==> src/rtl/i2s_transmitter.sv <==
// I2S playback transmitter: buffers one stereo PCM pair and shifts it out
// MSB-first in standard I2S framing with a divided-down bit clock.
module i2s_transmitter #(
    parameter int DATA_SIZE = 24,
    parameter int SLOT_BITS = 32,
    parameter int CLK_DIV   = 32
) (
    input  logic                 clk,
    input  logic                 rst_n,
    input  logic                 enable,
    input  logic                 sample_valid,
    output logic                 sample_ready,
    input  logic [DATA_SIZE-1:0] left_data,
    input  logic [DATA_SIZE-1:0] right_data,
    output logic                 i2s_clk,
    output logic                 i2s_ws,
    output logic                 i2s_sd,
    output logic                 frame_start,
    output logic                 underrun,
    output logic [7:0]           underrun_count
);

    localparam int FRAME_BITS = 2 * SLOT_BITS;
    localparam int BW         = $clog2(FRAME_BITS);
    localparam int DW         = (CLK_DIV > 2) ? $clog2(CLK_DIV) : 1;

    localparam logic [BW-1:0] LAST_BIT = BW'(FRAME_BITS - 1);
    localparam logic [DW-1:0] DIV_LAST = DW'(CLK_DIV - 1);

    typedef enum logic {
        IDLE,
        RUN
    } state_t;

    state_t state, state_nxt;
    logic   run;

    logic [DW-1:0]        div_cnt;
    logic [BW-1:0]        bit_cnt;
    logic [BW-1:0]        bit_nxt;
    int                   bit_idx;

    logic                 buf_full;
    logic [DATA_SIZE-1:0] buf_left;
    logic [DATA_SIZE-1:0] buf_right;
    logic [DATA_SIZE-1:0] left_shift;
    logic [DATA_SIZE-1:0] right_shift;
    logic [DATA_SIZE-1:0] left_nxt;
    logic [DATA_SIZE-1:0] right_nxt;

    logic shift_evt;
    logic load_evt;
    logic accept;
    logic ws_nxt;
    logic sd_nxt;

    function automatic logic bit_from_msb(input logic [DATA_SIZE-1:0] d, input int pos);
        logic [DATA_SIZE-1:0] t;
        t = d << pos;
        return t[DATA_SIZE-1];
    endfunction

    // ---------------- FSM ----------------
    always_ff @(posedge clk or negedge rst_n) begin
        if (!rst_n) begin
            state <= IDLE;
        end else begin
            state <= state_nxt;
        end
    end

    always_comb begin
        state_nxt = state;
        case (state)
            IDLE:    if (enable)  state_nxt = RUN;
            RUN:     if (!enable) state_nxt = IDLE;
            default: state_nxt = IDLE;
        endcase
    end

    // Dropping enable in RUN clears the bus on the very next edge.
    always_comb begin
        run = (state == RUN) && enable;
    end

    // ---------------- bit timing ----------------
    assign shift_evt = run && (div_cnt == DIV_LAST) && i2s_clk;
    assign bit_nxt   = (bit_cnt == LAST_BIT) ? '0 : bit_cnt + BW'(1);
    assign load_evt  = shift_evt && (bit_nxt == '0);
    assign accept    = sample_valid && !buf_full;

    // Bit 0 of a frame must already carry the freshly loaded pair.
    assign left_nxt  = load_evt ? (buf_full ? buf_left  : '0) : left_shift;
    assign right_nxt = load_evt ? (buf_full ? buf_right : '0) : right_shift;

    always_comb begin
        bit_idx = 32'(bit_nxt);
        ws_nxt  = (bit_idx >= SLOT_BITS - 1) && (bit_idx <= FRAME_BITS - 2);
        sd_nxt  = 1'b0;
        if (bit_idx < SLOT_BITS) begin
            if (bit_idx < DATA_SIZE) sd_nxt = bit_from_msb(left_nxt, bit_idx);
        end else if (bit_idx - SLOT_BITS < DATA_SIZE) begin
            sd_nxt = bit_from_msb(right_nxt, bit_idx - SLOT_BITS);
        end
    end

    always_ff @(posedge clk or negedge rst_n) begin
        if (!rst_n) begin
            div_cnt     <= '0;
            i2s_clk     <= 1'b0;
            bit_cnt     <= LAST_BIT;
            i2s_ws      <= 1'b0;
            i2s_sd      <= 1'b0;
            left_shift  <= '0;
            right_shift <= '0;
            frame_start <= 1'b0;
            underrun    <= 1'b0;
        end else if (!run) begin
            div_cnt     <= '0;
            i2s_clk     <= 1'b0;
            bit_cnt     <= LAST_BIT;
            i2s_ws      <= 1'b0;
            i2s_sd      <= 1'b0;
            frame_start <= 1'b0;
            underrun    <= 1'b0;
        end else begin
            frame_start <= load_evt;
            underrun    <= load_evt && !buf_full;
            if (div_cnt == DIV_LAST) begin
                div_cnt <= '0;
                i2s_clk <= ~i2s_clk;
            end else begin
                div_cnt <= div_cnt + DW'(1);
            end
            if (shift_evt) begin
                bit_cnt     <= bit_nxt;
                i2s_ws      <= ws_nxt;
                i2s_sd      <= sd_nxt;
                left_shift  <= left_nxt;
                right_shift <= right_nxt;
            end
        end
    end

    // ---------------- holding buffer ----------------
    // A pair arriving in an underrun load cycle is kept for the next frame.
    always_ff @(posedge clk or negedge rst_n) begin
        if (!rst_n) begin
            buf_full  <= 1'b0;
            buf_left  <= '0;
            buf_right <= '0;
        end else if (load_evt && buf_full) begin
            buf_full <= 1'b0;
        end else if (accept) begin
            buf_full  <= 1'b1;
            buf_left  <= left_data;
            buf_right <= right_data;
        end
    end

    assign sample_ready = !buf_full;

    always_ff @(posedge clk or negedge rst_n) begin
        if (!rst_n) begin
            underrun_count <= '0;
        end else if (load_evt && !buf_full && (underrun_count != 8'hFF)) begin
            underrun_count <= underrun_count + 8'd1;
        end
    end

endmodule

==> config.mk <==
export PLATFORM = sky130hd
export DESIGN_NAME = i2s_transmitter
export DESIGN_NICKNAME = d
export VERILOG_FILES = /design/src/rtl/i2s_transmitter.sv
export SDC_FILE = /design/constraint.sdc
export NUM_CORES = 1
export LEC_CHECK = 0
export CAP_MARGIN = 30
export CELL_PAD_IN_SITES_DETAIL_PLACEMENT = 1
export CELL_PAD_IN_SITES_GLOBAL_PLACEMENT = 2
export CORE_UTILIZATION = 41
export CTS_BUF_LIST = sky130_fd_sc_hd__clkbuf_8
export CTS_CLUSTER_SIZE = 20
export DETAILED_ROUTE_END_ITERATION = 16
export GPL_TIMING_DRIVEN = 0
export PLACE_DENSITY = 0.87
export SYNTH_ARGS = -nofsm -noshare
export SYNTH_HDL_FRONTEND = slang
export SYNTH_SLANG_ARGS = --single-unit
==> constraint.sdc <==
create_clock -name clk -period 5 [get_ports clk]
set_input_delay 1.25 -clock clk [delete_from_list [all_inputs] [get_ports clk]]
set_output_delay 1.25 -clock clk [all_outputs]
set_load 0.02 [all_outputs]
Word level (Yosys, flattened, before mapping)
Index checks and enable logic that the tools add are counted.
Widths: inputs -> output; s select.

storage, ports and cells
  word-level logic and storage cells = 69
  bits in registers = 122
  output and inout bits = 14

cells by class
  add/sub/neg operators = 4
  equal/unequal tests = 5
  bitwise operators = 2
  magnitude comparators = 5
  muxes and demuxes = 23
  reductions and logical operators = 14
  shift-type cells = 2

operators by type and width
  cell                 count
  $mux 24              4
  $lt 32x6->1 const B  1
  $shl 24x32->24       1
  $shl 24x6->24        1
  $mux 6               3
  $mux 1               14
  $mux 5               2
  $logic_and 1x1->1    9
  $add 8x1->8 const B  1
  $ne 8x8->1 const B   1
  $sub 6x6->7 const B  1
  $add 6x1->6 const B  1
  $eq 6x6->1 const B   1
  $ge 6x5->1 const B   1
  $le 6x6->1 const B   1
  $logic_not 6->1      1
  $lt 6x5->1 const B   1
  $lt 6x6->1 const B   1
  $add 5x1->5 const B  1
  $eq 5x5->1 const B   1
  $ne 2x1->1 const B   2
  $reduce_and 2->1     2
  $not 1->1            2
  $reduce_bool 2->1    1
  $logic_not 1->1      1

Longest topological paths before layout
Gate-level depths: netlist of run 1.

  word-level depth = 10
  mapped depth = 16
  gate-level depth less buffers = 12

Least setup slack after synthesis of run 1
OpenSTA, ideal clock, no wires.

  kind = input-to-reg
  start point = input enable
  end point = register i2s_sd
  required time = 4865 ps
  buffers on the path = 1
  data arrival time = 3232 ps
  slack = 1633 ps
  library setup time = 135 ps
  stages on the path = 10
  cell sequence = nand4_1 > nor3_1 > nand4b_1 > buf_2 > mux4_2 > a22oi_1 > nor2_1 > or4_1 > nand4_1 > nand4_1

on the way
  cells in the longest elaborated chain, start to end = 10

RTL lines
  what                                             line      RTL
  start, declared                                  10        input logic enable,
  $logic_and 1x1->1 *                              83        run = (state == RUN) && enable;
  $logic_and 1x1->1 (2 in a row)                   87        assign shift_evt = run && (div_cnt == DIV_LAST) && i2s_clk;
  $logic_and 1x1->1                                89        assign load_evt = shift_evt && (bit_nxt == '0);
  $mux 24 (on tied branches)                       94, 93
  $shl 24x32->24 or $shl 24x6->24 (tied branches)  59        t = d << pos;
  $mux 1 (on tied branches)                        102, 101
  $mux 1                                           100       if (bit_idx < SLOT_BITS) begin
  $mux 1                                           135       if (shift_evt) begin
  $mux 1                                           118       end else if (!run) begin
  end signal, assigned                             138       i2s_sd <= sd_nxt;
  end, declared                                    17        output logic i2s_sd,

Mark *: on every way between the ends. The rest lies on a longest branch, timed or not. The select of a mux whose other input is x is not followed.
A chain may end at the register's enable or synchronous reset.

Final worst setup path of run 1
Ends and elaborated chain as after synthesis.

==> results of run 1 <==
worst min-delay path by stage:
stage                               startpoint  cells past startpoint  slack [ns]                          to
global placement    left_shift[23]$_DFFE_PN0P_                      2        0.45  left_shift[23]$_DFFE_PN0P_
global route        left_shift[19]$_DFFE_PN0P_                      2        0.49  left_shift[19]$_DFFE_PN0P_
detailed placement   left_shift[2]$_DFFE_PN0P_                      2        0.46   left_shift[2]$_DFFE_PN0P_
floorplan            left_shift[2]$_DFFE_PN0P_                      2        0.43   left_shift[2]$_DFFE_PN0P_
CTS                       div_cnt[0]$_DFF_PN0_                      1        0.47        div_cnt[0]$_DFF_PN0_
finish                    div_cnt[0]$_DFF_PN0_                      1        0.46        div_cnt[0]$_DFF_PN0_
final cells by class:
type	count	area, um^2
buffer	34	161
clock buffer	18	248
clock inverter	14	133
fill	1467	6400
inverter	13	48.8
multi-input combinational	368	2390
sequential	122	3060
tap	176	220
timing repair buffer	67	687
cell families (layout without fill, tap and decap cells):
family / count (synthesis) / count (layout)
flip-flops: 122 / 122
adder cells (fa/ha/maj): 7 / 7
multiplexers: 67 / 67
XOR/XNOR: 12 / 12
AND/OR/NAND/NOR: 191 / 191
AO/OA/AOI/OAI: 91 / 91
buffers and inverters: 47 / 146
cells in the final DEF, fill, tap and decap left out, types with 6 or more instances in the layout:
cell	count
nand2_1	112
clkbuf_8	18
a311oi_1	6
nand3_1	17
ha_1	7
mux2_2	52
dfstp_2	6
clkbuf_1	19
buf_2	9
nor3_1	11
a21oi_1	8
o21ai_0	40
dfrtp_1	116
nor2_1	17
inv_1	16
xnor2_1	8
clkdlybuf4s50_1	64
o211ai_1	9
mux2i_1	14
critical path: stages:
cell	delay, ns
clkdlybuf4s50_1	0.53
nand4_1	0.30
nor3_1	0.33
nand4b_1	0.37
clkbuf_1	0.42
buf_2	0.29
nand2_1	0.08
o21ai_0	0.15
o2111ai_1	0.23
nand3_1	0.09
a311oi_1	0.24
nand4_1	0.14
through the flow:
step                      instances  hold WS [ns]  setup WS (ns)  setup TNS (ns)
final                           812         0.465          0.883               0
after global routing            812         0.488          0.563               0
after CTS                       811         0.470          0.861               0
after detailed placement        779         0.455          0.382               0
after global placement          778         0.445          -2.04         -239.08
after floorplan                 537         0.433           1.63               0
flip-flops by register name (all words and copies together) (netlist names):
name and cells:
i2s_clk 1, state 1, bit_cnt 6, buf_full 1
left_shift 24, buf_left 24, frame_start 1, buf_right 24
i2s_ws 1, underrun_count 8, underrun 1, right_shift 24
div_cnt 5, i2s_sd 1
routing by layer:
layer | vias to the layer above | GRT usage | part of all wire
met1 | 2235 | 0.306 | 0.46
met5 | - | 0 | 0
met2 | 85 | 0.359 | 0.48
li1 | 2049 | - | -
met4 | 0 | 0.0641 | 0.013
met3 | 12 | 0.0532 | 0.038
power by group through the flow:
stage	Clock (mW)	Combinational [mW]	Sequential (mW)
4_1_cts	0.884	0.335	1.23
2_1_floorplan	0	0.217	1.21
6_report	0.863	0.328	1.23
3_3_place_gp	0	0.312	1.24
5_1_grt	0.924	0.368	1.25
3_5_place_dp	0	0.333	1.25
==> metrics.cfg, run 1 <==
[layout]
drive_above_1_share=0.170
area_growth_pct=22.7
antennaDiodeCount=0
nets=682
post-route-util=0.521
final_cell_area_um2=6950

[pwr]
p_comb_frac=0.136
p_per_area_nw_per_um2=348
vdd_drop_max_mv=0.247
swShare=0.265
power_switching_mw=0.641
pwr-share-seq=0.507
p_clk_frac=0.357
p_int_mw=1.78
leakage_nw=3.19
p_total_mw=2.42

[placement]
finalWeightedCongestion=0.802
placed_cell_area_um2=6560
dp_hpwl_um=10500
portBuffers=65

[routing]
first_pass_iters=4
drt-initial-drc-count=206
ant_nets=0
totalWireLength_um=14800
drc=0
vias=4381
vias_per_cell=5.40
wl_per_cell_um=18.2

[timing]
clock.fmax_ghz=0.243
finalSetupViolCount=0
relSlewSlack=0.395
maxSlewViolCount=0
worstMarginPinSlew_ns=0.901
period_minus_slack_ns=4.12
fin_crit_sh=0.823
clock_skew_ns=0.0113
rsz0062_at_grt=false
hold_violations=0

[global_route]
grt_first_pass_wirelength_um=24400
grt_pass1_vias=4580
antenna_found_initial=0
grt_start_max_net_pins=95
grt_usage=0.225
grt.overflow.total=0

[setup_path]
crit_path_end=i2s_sd$_DFFE_PN0P_
criticalPathCategory=in2reg
r2r_end=i2s_sd$_DFFE_PN0P_
cp-start-kind=primary input
cp_max_fo=10
endpoint_kind=flop
critPathLaunch=enable
rrSetupSlack_ns=1.17
cp_data_required_time_ns=5.31
worstPathArrival_ns=4.43
r2r_start=div_cnt[0]$_DFF_PN0_
worst-r2r-cell-count=15

[yosys]
synth_compound_area_frac=0.105
syn_area_um2=5660
synth-simple-area-share=0.151
ys_async_sr_fraction=1.00
synth_fa_ha_area_frac=0.0155
muxShareOfSynthArea=0.132
yosys-top-cells-area=dfrtp_1 (51%), mux2_2 (10%), nand2_1 (7.4%)
synth_seq_area_share=0.541
yosys.area.top_type_share=0.513
synth-main-ff-cell=dfrtp_1
synth-edff-count=0
synth_seq_cells=122
synth_area_leader_cell=dfrtp_1
synth_nets=596
post_synth_num_cell_types=53
synth_warnings=0
synth.most_common_cell=dfrtp_1
avgSynthCellArea_um2=10.5
synth_top_family_by_area=simple AND/OR/NAND/NOR gates
synth_xor_area_frac=0.0186
synthCells=537
synthTopCellsByCount=dfrtp_1 (116), nand2_1 (112), mux2_2 (52)

[job]
cap_violations=0

[die]
die_x_um=120
rows=42
core_um2=13300
initial_utilization=0.424
io_pins=66
die_y_um=120
die_area_um2=14300

[clock_network]
clock_latency_ns=0.45
cts_made_buffers=17
cts_root_buffer=clkbuf_8
clk_pin_slew_ns=0.07
holdBufCountCts=0
cts_tree=yes
postCtsSetupBuffers=0
clockBufferDepth=2
cts_sinks=122
cts_max_level=4
ctsResizeCount=0

[worst_hold_path]
hold_path.class=reg2reg

[run_status]
outcome=complete, no violations

Power figures use the tool's default switching activity.
==> inputs of run 2 (changes only) <==
CORE_UTILIZATION = 38   (was 41)
PLACE_DENSITY = 0.82   (was 0.87)
clock period = 3.8 ns   (was 5 ns; I/O delays follow)
==> run 2 against run 1 <==
Against the previous run:
- total power rose by 33%
- clock power rose by 34%
- clock skew barely moved
- cell area rose by 0.95%
- hold slack got worse by 0.0078 ns
- non-clock buffer count rose by 2
- first-iteration DRC count fell by 3.9%
- via count fell by 0.18%
- sequential power rose by 32%
- largest power group unchanged
- highest routed layer unchanged
==> metrics.cfg, run 2 (synthesis results as in run 1) <==
[placement]
finalWeightedCongestion=0.843  ; +5.2%
placed_cells_incl_taps=787  ; +1.0%
dp_hpwl_um=11000  ; +4.9%
portBuffers=65  ; unchanged

[die]
core_um2=14500  ; +8.9%
die_x_um=124  ; +3.8%
initial_utilization=0.390  ; -0.0346
die_area_um2=15400  ; +7.8%
io_pins=66  ; unchanged
die_y_um=124  ; +3.8%
rows=44  ; +4.8%

[timing]
finalSetupViolCount=0  ; unchanged
relSlewSlack=0.387  ; -0.00762
maxSlewViolCount=0  ; unchanged
period_minus_slack_ns=3.65
clock_skew_ns=0.0114  ; +0.000108 ns
whs_ns=0.457  ; -0.00776 ns
fin_crit_sh=0.961
worstMarginPinSlew_ns=0.913  ; +0.0118 ns
clock.fmax_ghz=0.274
hold_violations=0  ; unchanged
tns_ns=0  ; unchanged

[setup_path]
slowest_delay_ns=0.49  ; -0.04 ns
cp_cell_sequence=ha_1, and3_1, ha_1, clkbuf_4, nand4_1, or2_0, buf_2, or3_1, buf_2, o211a_1, a31oi_1, o22ai_1, or4_1, nand4_1
cp-start-kind=flop
cp_data_required_time_ns=4.19  ; -1.12 ns
criticalPathCategory=reg2reg
cp_slowest_cell=or4_1
cp_max_fo=8  ; -2
worstPathArrival_ns=4.04  ; -0.39 ns
endpoint_kind=flop

[routing]
first_pass_iters=4  ; unchanged
ant_nets=0  ; unchanged
wl_per_cell_um=18.3  ; +0.74%
drc=0  ; unchanged
totalWireLength_um=15000  ; +2.0%
vias=4373  ; -0.18%
vias_per_cell=5.32  ; -1.4%
drt-initial-drc-count=198  ; -3.9%

[clock_network]
holdBufCountCts=0  ; unchanged
clock_latency_ns=0.46  ; about the same
cts_sinks=122  ; unchanged
cts_max_level=4  ; unchanged
cts_root_buffer=clkbuf_8
cts_tree=yes
cts_made_buffers=17  ; unchanged
clk_pin_slew_ns=0.08  ; about the same
clockBufferDepth=2  ; unchanged

[pwr]
leakage_nw=3.20  ; +0.35%
p_per_area_nw_per_um2=458  ; +32%
vdd_drop_max_mv=0.228  ; -7.5%

[global_route]
grt_pass1_vias=4660  ; +1.7%
grt_usage=0.217  ; -0.00840
antenna_found_initial=0  ; unchanged
grt.overflow.total=0  ; unchanged
grt_first_pass_wirelength_um=24400  ; +0.14%
grt_start_max_net_pins=64  ; -33%

[layout]
nets=684  ; +0.29%
area_growth_pct=23.9
drive_above_1_share=0.182  ; +0.0120
most-common-layout-cells=dfrtp_1 (116), nand2_1 (112), clkdlybuf4s50_1 (64)
layout_commonest_cell=dfrtp_1
antennaDiodeCount=0  ; unchanged
stdcell_count=822  ; +1.2%

[run_status]
outcome=complete, no violations

[worst_hold_path]
hold_path.class=in2async

[job]
cap_violations=0  ; unchanged

==> run 2: cell types whose count changed in the layout (fill, tap and decap cells not counted), moves of 2 or more <==
| cell | change |
|---|---|
| buf_2 | -2 |
| buf_4 | +2 |
| clkbuf_4 | +2 |
| inv_1 | -2 |
| inv_6 | +3 |
| nor3_1 | -2 |
| nor3_2 | +2 |
==> run 2: worst max-delay path: cells and delay by family, from the launching register on <==
family	cells	cell delay, ns
buffers and inverters	3	0.53
AND/OR/NAND/NOR	6	1.76
flip-flops	1	0.38
AO/OA/AOI/OAI	3	0.58
adder cells (fa/ha/maj)	2	0.35
==> run 2: per-layer routing <==
metal / GRT usage / vias to the layer above / wire length (um) / share of wire
li1: - / 2056 / - / -
met1: 0.274 / 2210 / 6960 / 0.46
met2: 0.352 / 79 / 7270 / 0.48
met3: 0.0476 / 28 / 461 / 0.031
met4: 0.0990 / 0 / 363 / 0.024
met5: 0 / - / 0 / 0
==> run 2: stage by stage <==
stage | utilization | setup WS, ns | power, mW | instance area, um^2
2_1_floorplan | - | 0.716 | 1.88 | 5660
3_3_place_gp | 0.450 | -2.94 | 2.05 | 6540
3_5_place_dp | 0.452 | -0.546 | 2.09 | 6570
4_1_cts | 0.480 | 0.132 | 3.26 | 6980
5_1_grt | 0.483 | -0.0249 | 3.39 | 7020
6_report | 0.483 | 0.149 | 3.21 | 7020
==> run 2: report_power, final <==
part	switching, mW	internal (mW)	leakage (nW)
clock network	0.563	0.601	0.197
registers	0.120	1.50	1.54
logic	0.181	0.248	1.46
total	0.864	2.35	3.20
==> run 2: final timing paths <==
check,from,to,slack [ns],cells past startpoint
worst min-delay path,rst_n,underrun_count[0]$_DFFE_PN0P_,0.46,1
min in group clk,left_shift[18]$_DFFE_PN0P_,left_shift[18]$_DFFE_PN0P_,0.47,2
worst max register to register,div_cnt[0]$_DFF_PN0_,i2s_sd$_DFFE_PN0P_,0.15,14
worst min register to register,left_shift[18]$_DFFE_PN0P_,left_shift[18]$_DFFE_PN0P_,0.47,2
worst max-delay path,div_cnt[0]$_DFF_PN0_,i2s_sd$_DFFE_PN0P_,0.15,14
max in group asynchronous,rst_n,bit_cnt[1]$_DFFE_PN1P_,2.56,2
==> run 2: repair_timing <==
item,CTS,global route
setup buffers,1,2
gates resized for setup,2,9
setup endpoints to repair,2,1
pin swaps,1,3
==> run 2: cell type report <==
type	count	area (um^2)
inverters	13	48.8
multi-input cells	368	2410
repair buffers	69	702
clock buffers	18	248
well taps	184	230
fillers	1648	7520
plain buffers	34	174
flip-flops and latches	122	3060
clock inverters	14	145
==> inputs of run 3 (changes only) <==
SLEW_MARGIN = 25   (was default)
==> run 3 against run 2 <==
Against the previous run:
- utilization rose by 0.060 points
- sequential cell count did not move
- sequential share of layout area fell by 0.054 points
- critical path type unchanged
- critical endpoint unchanged
==> metrics.cfg, run 3 (synthesis results as in run 1) <==
[run_status]
outcome=complete, no violations

[pwr]
p_int_mw=2.35  ; about the same
p_clk_frac=0.362  ; about the same
pwr-share-seq=0.504  ; about the same
power_switching_mw=0.871  ; +0.78%
swShare=0.271  ; +0.00146
leakage_nw=3.21  ; +0.19%
vdd_drop_max_mv=0.257  ; +13%
p_comb_frac=0.134  ; about the same
p_per_area_nw_per_um2=458  ; +0.11%

[setup_path]
cp_max_fo=8  ; unchanged
cp_data_required_time_ns=4.18  ; about the same
cp-start-kind=flop
rrSetupSlack_ns=0.16  ; about the same
worstPathArrival_ns=4.02  ; -0.02 ns
criticalPathCategory=reg2reg
endpoint_kind=flop

[global_route]
grt.overflow.total=0  ; unchanged
grt_usage=0.219  ; +0.00288
grt_start_max_net_pins=64  ; unchanged
grt_first_pass_wirelength_um=24700  ; +1.1%
antenna_found_initial=0  ; unchanged
grt_pass1_vias=4616  ; -0.94%

[timing]
clock.fmax_ghz=0.275  ; +0.26%
rsz0062_at_grt=false
relSlewSlack=0.383  ; -0.00360
finalSetupViolCount=0  ; unchanged
hold_violations=0  ; unchanged
maxSlewViolCount=0  ; unchanged
fin_crit_sh=0.958  ; -0.00245
clock_skew_ns=0.0141  ; +0.00273 ns
period_minus_slack_ns=3.64  ; -0.00932 ns
setup_ws_ns=0.158  ; +0.00932 ns
worstMarginPinSlew_ns=0.919  ; +0.00580 ns
whs_ns=0.410  ; -0.0471 ns

[routing]
drc=0  ; unchanged
vias_per_cell=5.34  ; +0.34%
ant_nets=0  ; unchanged
totalWireLength_um=15300  ; +1.5%
drt-initial-drc-count=176  ; -11%
wl_per_cell_um=18.6  ; +1.4%
vias=4393  ; +0.46%
first_pass_iters=4  ; unchanged

[die]
die_y_um=124  ; unchanged
initial_utilization=0.390  ; unchanged
core_um2=14500  ; unchanged
rows=44  ; unchanged
die_x_um=124  ; unchanged
io_pins=66  ; unchanged
die_area_um2=15400  ; unchanged

[clock_network]
clock_latency_ns=0.45  ; about the same
holdBufCountCts=0  ; unchanged
cts_tree=yes
cts_max_level=4  ; unchanged
cts_root_buffer=clkbuf_8
cts_sinks=122  ; unchanged
cts_made_buffers=17  ; unchanged
clockBufferDepth=2  ; unchanged
clk_pin_slew_ns=0.07  ; about the same

[placement]
portBuffers=65  ; unchanged
placed_cells_incl_taps=787  ; unchanged
dp_slack_ns=-0.513  ; +0.0329 ns
finalWeightedCongestion=0.843  ; unchanged
dp_hpwl_um=11100  ; +0.29%
placed_cell_area_um2=6580  ; about the same

[layout]
antennaDiodeCount=0  ; unchanged
nFillCells=1649  ; +0.061%
regArea_um2=3060  ; unchanged
layout_commonest_cell=dfrtp_1
nets=685  ; +0.15%
area_growth_pct=24.1
drive_above_1_share=0.183  ; +0.00128
most-common-layout-cells=dfrtp_1 (116), nand2_1 (112), clkdlybuf4s50_1 (64)
stdcell_count=823  ; +0.12%
multi_input_area_um2=2410  ; unchanged
final_cell_area_um2=7020  ; +0.12%

[job]
cap_violations=0  ; unchanged

[worst_hold_path]
hold_path.class=in2async

[run 3: through the flow]
| step | util | setup TNS, ns | power [mW] |
|---|---|---|---|
| global route | 0.483 | 0 | 3.40 |
| global placement | 0.450 | -352.23 | 2.05 |
| floorplan | - | 0 | 1.88 |
| finish | 0.483 | 0 | 3.22 |
| detailed placement | 0.452 | -4.79 | 2.09 |
| CTS | 0.480 | 0 | 3.27 |
[run 3: final timing paths]
kind	end	cells past startpoint	startpoint
max	i2s_sd$_DFFE_PN0P_	14	div_cnt[0]$_DFF_PN0_
max in group asynchronous	bit_cnt[1]$_DFFE_PN1P_	2	rst_n
min reg2reg	left_shift[19]$_DFFE_PN0P_	2	left_shift[19]$_DFFE_PN0P_
max reg2reg	i2s_sd$_DFFE_PN0P_	14	div_cnt[0]$_DFF_PN0_
min	underrun_count[1]$_DFFE_PN0P_	1	rst_n
min in group clk	left_shift[19]$_DFFE_PN0P_	2	left_shift[19]$_DFFE_PN0P_
[run 3: worst max-delay path: stages (launching register included)]
cell and delay (ns):
dfrtp_1 0.38, ha_1 0.21, and3_1 0.17, ha_1 0.13
buf_2 0.18, nand4_1 0.31, or2_0 0.31, buf_2 0.17
or3_1 0.37, buf_2 0.18, o211a_1 0.25, a31oi_1 0.20
o22ai_1 0.12, or4_1 0.49, nand4_1 0.11
[run 3: area by class of cell]
cell class	count	area share
buffer	34	0.0244
inverter	13	0.00695
clock buffer	18	0.0353
multi-input combinational	368	0.343
clock inverter	14	0.0207
tap	184	0.0328
sequential	122	0.436
timing repair buffer	70	0.102
[run 3: layer usage]
metal  GRT usage  routed length [um]  part of all wire  vias up
met4      0.0826                 294             0.019        0
met5           0                   0                 0        -
met2       0.363                7510              0.49       75
met1       0.279                6910              0.45     2238
li1            -                   -                 -     2057
met3      0.0504                 558             0.037       23
[run 3: power groups by stage]
stage	Combinational [mW]	Clock, mW	Sequential [mW]
2_1_floorplan	0.285	0	1.59
3_3_place_gp	0.410	0	1.64
3_5_place_dp	0.437	0	1.65
4_1_cts	0.440	1.20	1.63
5_1_grt	0.483	1.26	1.65
6_report	0.430	1.17	1.62
[run 3: what timing repair did]
item,4_1_cts,5_1_grt
endpoints found under the setup margin,1,1
setup buffers,1,3
gates resized for setup,2,9
pin swaps,1,3
